<file path="src/rtl/watch_time_editor.sv">
// Watch time edit-and-commit controller: shadow BCD editing, commit load strobe, UART remote-set arbitration.
// Optional WATCH_EDIT_SKIP_UNCHANGED_EN: leaving EDIT without any digit change skips the load.
module watch_time_editor (
   input  logic       clk,
   input  logic       reset,
   input  logic [2:0] i_cursor,
   input  logic       i_btn_up,
   input  logic       i_btn_down,
   input  logic [4:0] i_hour,
   input  logic [5:0] i_min,
   input  logic       i_uart_valid,
   input  logic [4:0] i_uart_hour,
   input  logic [5:0] i_uart_min,
   output logic       o_uart_ready,
   output logic       o_uart_err,
   output logic [4:0] o_edit_hour,
   output logic [5:0] o_edit_min,
   output logic       o_editing,
   output logic       o_load,
   output logic [4:0] o_load_hour,
   output logic [5:0] o_load_min
);

   // state | meaning
   // IDLE  | tracking live time, UART requests accepted
   // EDIT  | user edits shadow digits under the cursor
   // LOAD  | one-cycle load strobe to the time counter
   localparam logic [1:0] IDLE = 2'd0;
   localparam logic [1:0] EDIT = 2'd1;
   localparam logic [1:0] LOAD = 2'd2;

   logic [1:0] state;
   logic [1:0] ht;
   logic [3:0] ho;
   logic [2:0] mt;
   logic [3:0] mo;
   logic [1:0] ht_n;
   logic [3:0] ho_n;
   logic [2:0] mt_n;
   logic [3:0] mo_n;
   logic [3:0] ho_max;
   logic [1:0] cap_ht;
   logic [3:0] cap_ho;
   logic [2:0] cap_mt;
   logic [3:0] cap_mo;
   logic [2:0] cur;
   logic       step_up;
   logic       step_dn;
   logic       uart_ok;
`ifdef WATCH_EDIT_SKIP_UNCHANGED_EN
   logic       dirty;
   logic       changed;
`endif

   assign cur     = (i_cursor > 3'd4) ? 3'd0 : i_cursor;
   assign step_up = i_btn_up & ~i_btn_down;
   assign step_dn = i_btn_down & ~i_btn_up;
   assign uart_ok = (i_uart_hour <= 5'd23) && (i_uart_min <= 6'd59);

   assign o_uart_ready = (state == IDLE) && (cur == 3'd0);
   assign o_editing    = (state == EDIT);
   assign o_load       = (state == LOAD);
   assign o_edit_hour  = ({3'd0, ht} * 5'd10) + {1'b0, ho};
   assign o_edit_min   = ({3'd0, mt} * 6'd10) + {2'b0, mo};

   // Binary to BCD for capture; ones digit is low nibble minus (tens*10 mod 16).
   always_comb begin
      cap_ht = 2'd0;
      cap_ho = i_hour[3:0];
      if (i_hour >= 5'd20) begin
         cap_ht = 2'd2;
         cap_ho = i_hour[3:0] - 4'd4;
      end else if (i_hour >= 5'd10) begin
         cap_ht = 2'd1;
         cap_ho = i_hour[3:0] - 4'd10;
      end
      cap_mt = 3'd0;
      cap_mo = i_min[3:0];
      if (i_min >= 6'd50) begin
         cap_mt = 3'd5;
         cap_mo = i_min[3:0] - 4'd2;
      end else if (i_min >= 6'd40) begin
         cap_mt = 3'd4;
         cap_mo = i_min[3:0] - 4'd8;
      end else if (i_min >= 6'd30) begin
         cap_mt = 3'd3;
         cap_mo = i_min[3:0] - 4'd14;
      end else if (i_min >= 6'd20) begin
         cap_mt = 3'd2;
         cap_mo = i_min[3:0] - 4'd4;
      end else if (i_min >= 6'd10) begin
         cap_mt = 3'd1;
         cap_mo = i_min[3:0] - 4'd10;
      end
   end

   always_comb begin
      ht_n   = ht;
      ho_n   = ho;
      mt_n   = mt;
      mo_n   = mo;
      ho_max = (ht == 2'd2) ? 4'd3 : 4'd9;
      if (step_up || step_dn) begin
         case (cur)
            3'd1: begin
               if (step_up) ht_n = (ht >= 2'd2) ? 2'd0 : ht + 2'd1;
               else         ht_n = (ht == 2'd0) ? 2'd2 : ht - 2'd1;
               if ((ht_n == 2'd2) && (ho > 4'd3)) ho_n = 4'd3;
            end
            3'd2: begin
               if (step_up) ho_n = (ho >= ho_max) ? 4'd0 : ho + 4'd1;
               else         ho_n = (ho == 4'd0) ? ho_max : ho - 4'd1;
            end
            3'd3: begin
               if (step_up) mt_n = (mt >= 3'd5) ? 3'd0 : mt + 3'd1;
               else         mt_n = (mt == 3'd0) ? 3'd5 : mt - 3'd1;
            end
            3'd4: begin
               if (step_up) mo_n = (mo >= 4'd9) ? 4'd0 : mo + 4'd1;
               else         mo_n = (mo == 4'd0) ? 4'd9 : mo - 4'd1;
            end
            default: ;
         endcase
      end
   end

`ifdef WATCH_EDIT_SKIP_UNCHANGED_EN
   assign changed = {ht_n, ho_n, mt_n, mo_n} != {ht, ho, mt, mo};
`endif

   always_ff @(posedge clk) begin
      if (reset) begin
         state       <= IDLE;
         ht          <= 2'd0;
         ho          <= 4'd0;
         mt          <= 3'd0;
         mo          <= 4'd0;
         o_uart_err  <= 1'b0;
         o_load_hour <= 5'd0;
         o_load_min  <= 6'd0;
`ifdef WATCH_EDIT_SKIP_UNCHANGED_EN
         dirty       <= 1'b0;
`endif
      end else begin
         o_uart_err <= 1'b0;
         case (state)
            IDLE: begin
               if (cur != 3'd0) begin
                  ht    <= cap_ht;
                  ho    <= cap_ho;
                  mt    <= cap_mt;
                  mo    <= cap_mo;
                  state <= EDIT;
`ifdef WATCH_EDIT_SKIP_UNCHANGED_EN
                  dirty <= 1'b0;
`endif
               end else if (i_uart_valid) begin
                  if (uart_ok) begin
                     o_load_hour <= i_uart_hour;
                     o_load_min  <= i_uart_min;
                     state       <= LOAD;
                  end else begin
                     o_uart_err <= 1'b1;
                  end
               end
            end
            EDIT: begin
               if (cur == 3'd0) begin
`ifdef WATCH_EDIT_SKIP_UNCHANGED_EN
                  if (dirty) begin
                     o_load_hour <= o_edit_hour;
                     o_load_min  <= o_edit_min;
                     state       <= LOAD;
                  end else begin
                     state <= IDLE;
                  end
`else
                  o_load_hour <= o_edit_hour;
                  o_load_min  <= o_edit_min;
                  state       <= LOAD;
`endif
               end else begin
                  ht <= ht_n;
                  ho <= ho_n;
                  mt <= mt_n;
                  mo <= mo_n;
`ifdef WATCH_EDIT_SKIP_UNCHANGED_EN
                  dirty <= dirty | changed;
`endif
               end
            end
            LOAD:    state <= IDLE;
            default: state <= IDLE;
         endcase
      end
   end

endmodule

</file>
<file path="config.mk">
export PLATFORM = sky130hd
export DESIGN_NAME = watch_time_editor
export DESIGN_NICKNAME = d
export VERILOG_FILES = /design/src/rtl/watch_time_editor.sv
export SDC_FILE = /design/constraint.sdc
export NUM_CORES = 1
export LEC_CHECK = 0
export CORE_ASPECT_RATIO = 0.5
export CORE_MARGIN = 2
export CORE_UTILIZATION = 58
export CTS_BUF_LIST = sky130_fd_sc_hd__clkbuf_2
export CTS_CLUSTER_DIAMETER = 150
export CTS_CLUSTER_SIZE = 10
export DETAILED_ROUTE_END_ITERATION = 10
export PLACE_DENSITY = 0.88
export SYNTH_ARGS = -nofsm -noshare
export SYNTH_HDL_FRONTEND = slang
export SYNTH_SLANG_ARGS = --single-unit
</file>
<file path="constraint.sdc">
create_clock -name clk -period 4.2 [get_ports clk]
set_input_delay 0.42 -clock clk [delete_from_list [all_inputs] [get_ports clk]]
set_output_delay 0.42 -clock clk [all_outputs]
set_load 0.05 [all_outputs]
</file>
==> flow_summary_export.csv <==
group,metric,value,unit
sta,worst_slack,914,ps
synthesis,synth_edf_count,0,
critical_path,r2r_cells,9,
critical_path,crit_path_cell_trace,"ha_1 -> ha_1 -> nor2b_1 -> o21ai_0 -> xnor2_1 -> clkdlybuf4s50_1",
critical_path,cpMaxStageDelayCell,"clkdlybuf4s50_1",
global_routing,grt_pass1_wl,12400,um
routing,vias,2811,
layout,regArea,541,um^2
critical_path,required,3780,ps
critical_path,cpMostUsedCell,"ha_1",
global_routing,antenna_found_initial,0,
placement,dp.cells,459,
sta,worst_hold_slack,519,ps
synthesis,syn_avg_cell_area,7.91,um^2
routing,routed_wl,7460,um
sta,relSlewSlack,45.0,%
critical_path,startpoint_type,"flip-flop",
sta,max_freq,0.304,GHz
global_routing,groute.usage.overall,28.5,%
synthesis,ys_seq_elements,27,
global_routing,use_met1,35.7,%
synthesis,ys_warn_count,0,
critical_path,critPathLaunch,"mt[0]",
layout,fin_nets,466,
critical_path,rr_endpoint,"ho[2]",
routing,drt_iter0_markers,118,
hold_path,min-delay-path-class,"reg -> reg",
layout,area_growth,19.8,%
critical_path,slowest_delay,840,ps
sta,worstMarginPinSlew,816,ps
layout,multi_input_area,2070,um^2
floorplanning,die_h,53.4,um
critical_path,crit_path_end,"o_edit_min[5]",
critical_path,cp.depth,6,
clock_tree,h-tree-depth,1,
sta,slew_viol_final,0,
routing,drc_errors,0,
job,maxCapViolations,0,
layout,antennaDiodeCount,0,
clock_tree,post_cts_resized,0,
routing,routedWlPerCell,16.1,um
floorplanning,coreArea,4550,um^2
synthesis,synthArstFlopShare,0,%
sta,clock-skew-final,4.98,ps
global_routing,first_global_vias,2718,
clock_tree,root_buffer,"clkbuf_2",
sta,setup_viol,0,
floorplanning,die_x,103,um
synthesis,syn-cell-area,2830,um^2
placement,hpwlAfterDp,5740,um
synthesis,synth-main-ff-cell,"dfxtp_1",
clock_tree,clkTransAtPathRegs,260,ps
clock_tree,ctsHoldBuffers,0,
routing,routed_via_density,6.07,
global_routing,use_met3,3.57,%
critical_path,criticalPathCategory,"reg -> out",
placement,port_buffers,55,
pwr,power_density,300,nW/um^2
critical_path,crit_buf_inv,1,
critical_path,critPathArrivalTime,2870,ps
synthesis,synth_nets,426,
layout,drive_above_1_share,5.54,%
synthesis,netlist_instances,358,
pwr,p_leak,1.35,nW
clock_tree,numClockSinks,27,
global_routing,top_usage_layer,"met2",
synthesis,ys_seq_area_share,19.1,%
floorplanning,rows,17,
placement,place_congestion,0.876,
synthesis,yosysUniqueCellTypes,68,
clock_tree,numCtsBuffers,3,
pwr,power,1.02,mW
critical_path,path_delay_family,"buffers and inverters",
sta,final-hold-violation-count,0,
routing,dr.pass1.iters,5,
global_routing,grt_max_degree,31,
critical_path,critical_path.endpoint_type,"output port",
floorplanning,dieArea,5490,um^2
clock_tree,cts_tree,"yes",
sta,fin_tns_setup,0,ps
floorplanning,initial_core_util,62.2,%
sta,post-route-period-util,78.2,%
clock_tree,postCtsSetupRepairBufs,0,
clock_tree,clockBufferDepth,2,
layout,fin_cells,463,
routing,ant_nets,0,
critical_path,r2r_start,"ht[0]",
layout,num-fill-cells,338,
critical_path,rrSetupSlack,1650,ps
status,status,"finished, final reports clean",
pwr,peakVddDrop,178,uV
sta,rsz0062_at_grt,"no",
global_routing,grtUsageMet2,52.6,%
global_routing,grt_overflow,0,
sta,min_period,3290,ps
floorplanning,io_pins,56,
critical_path,critPathMaxFanout,8,
clock_tree,clk_latency,360,ps
placement,place_ws,1320,ps
==> tightest hold or removal path, cell delays in order, from the launching register on <==
cell and delay (ps):
dfxtp_1 370, nor2_1 90, a311oi_1 50
==> where the power goes <==
group          switching, mW  internal [mW]
clock network         0.0794         0.0216
logic                  0.360          0.227
registers             0.0439          0.285
total                  0.483          0.534
==> per-layer routing <==
metal | vias to the layer above | wire length, um
met1 | 1340 | 3220
met3 | 8 | 416
met5 | - | 0
li1 | 1386 | -
met4 | 0 | 55
met2 | 77 | 3780
==> how the worst min path moves through the flow <==
| stage | slack, ps | from | end | depth (start not counted) |
|---|---|---|---|---|
| after detailed placement | 500 | o_load_min[3] | o_load_min[3] | 2 |
| after floorplan | 500 | ht[0] | ht[0] | 2 |
| after global placement | 490 | o_load_min[0] | o_load_min[0] | 2 |
| final | 520 | o_load_min[3] | o_load_min[3] | 2 |
| after global routing | 550 | o_load_min[0] | o_load_min[0] | 2 |
| after CTS | 520 | o_load_min[3] | o_load_min[3] | 2 |
==> cell families after synthesis <==
logic type	count (synthesis)	synth area share [%]
buffers and inverters	52	7.74
multiplexers	5	1.81
XOR/XNOR	13	4.02
flip-flops	27	19.1
AO/OA/AOI/OAI	104	27.5
AND/OR/NAND/NOR	119	22.5
adder cells (fa/ha/maj)	38	17.3
==> cell usage in the layout (no fill, tap or decap), drive strengths merged, types with 3 or more instances in the layout <==
cell type | synthesis | routed
a211oi | 10 | 10
nor2b | 6 | 6
mux2i | 4 | 4
nand3 | 4 | 4
a211o | 3 | 3
a221oi | 3 | 3
nor3 | 8 | 8
o31ai | 3 | 3
clkdlybuf4s50 | 0 | 55
nand2b | 7 | 7
a31oi | 9 | 9
and3 | 3 | 3
a311oi | 13 | 13
clkbuf | 9 | 3
and2 | 3 | 3
o211ai | 6 | 6
ha | 36 | 36
a21oi | 17 | 17
a21o | 5 | 5
nor2 | 31 | 31
o21bai | 3 | 3
xnor2 | 11 | 11
nand3b | 6 | 6
or3 | 3 | 3
dfxtp | 27 | 27
nor4 | 3 | 3
nand2 | 29 | 29
o21ai | 11 | 11
nor4b | 3 | 3
inv | 30 | 30
==> synthesized netlist by cell type (all sizes together), types with 4 or more instances <==
cell type,instances,area [um^2]
nand2,29,111
a21o,5,37.5
inv,30,113
a211oi,10,80.1
a311oi,13,120
mux2i,4,40.0
buf,13,72.6
o211ai,6,45.0
o21ai,11,55.1
nor2,31,116
nor2b,6,37.5
ha,36,450
a21oi,17,88.8
nand3,4,20.0
nor3,8,45.0
xnor2,11,96.3
nand3b,6,45.0
dfxtp,27,541
clkbuf,9,33.8
a31oi,9,56.3
nand2b,7,43.8
==> final cells by class <==
class                      count  share of cell area [%]
clock inverter                 1                   0.148
sequential                    27                    15.9
multi-input combinational    279                    61.0
timing repair buffer          57                    16.7
inverter                      30                    3.32
clock buffer                   3                   0.443
tap                           66                    2.43
==> through the flow <==
step                      area [um^2]  util (%)
after detailed placement         3370      74.1
after CTS                        3390      74.5
after floorplan                  2830         -
final                            3390      74.5
after global placement           3370      74.1
after global routing             3390      74.5
==> sequential cells by signal, summed over array words and instances (netlist names) <==
| name | flops |
|---|---|
| ho | 4 |
| ht | 2 |
| mo | 4 |
| mt | 3 |
| o_load_hour | 5 |
| o_load_min | 6 |
| o_uart_err | 1 |
| state | 2 |
No activity file was read; power rests on OpenSTA's default activity.
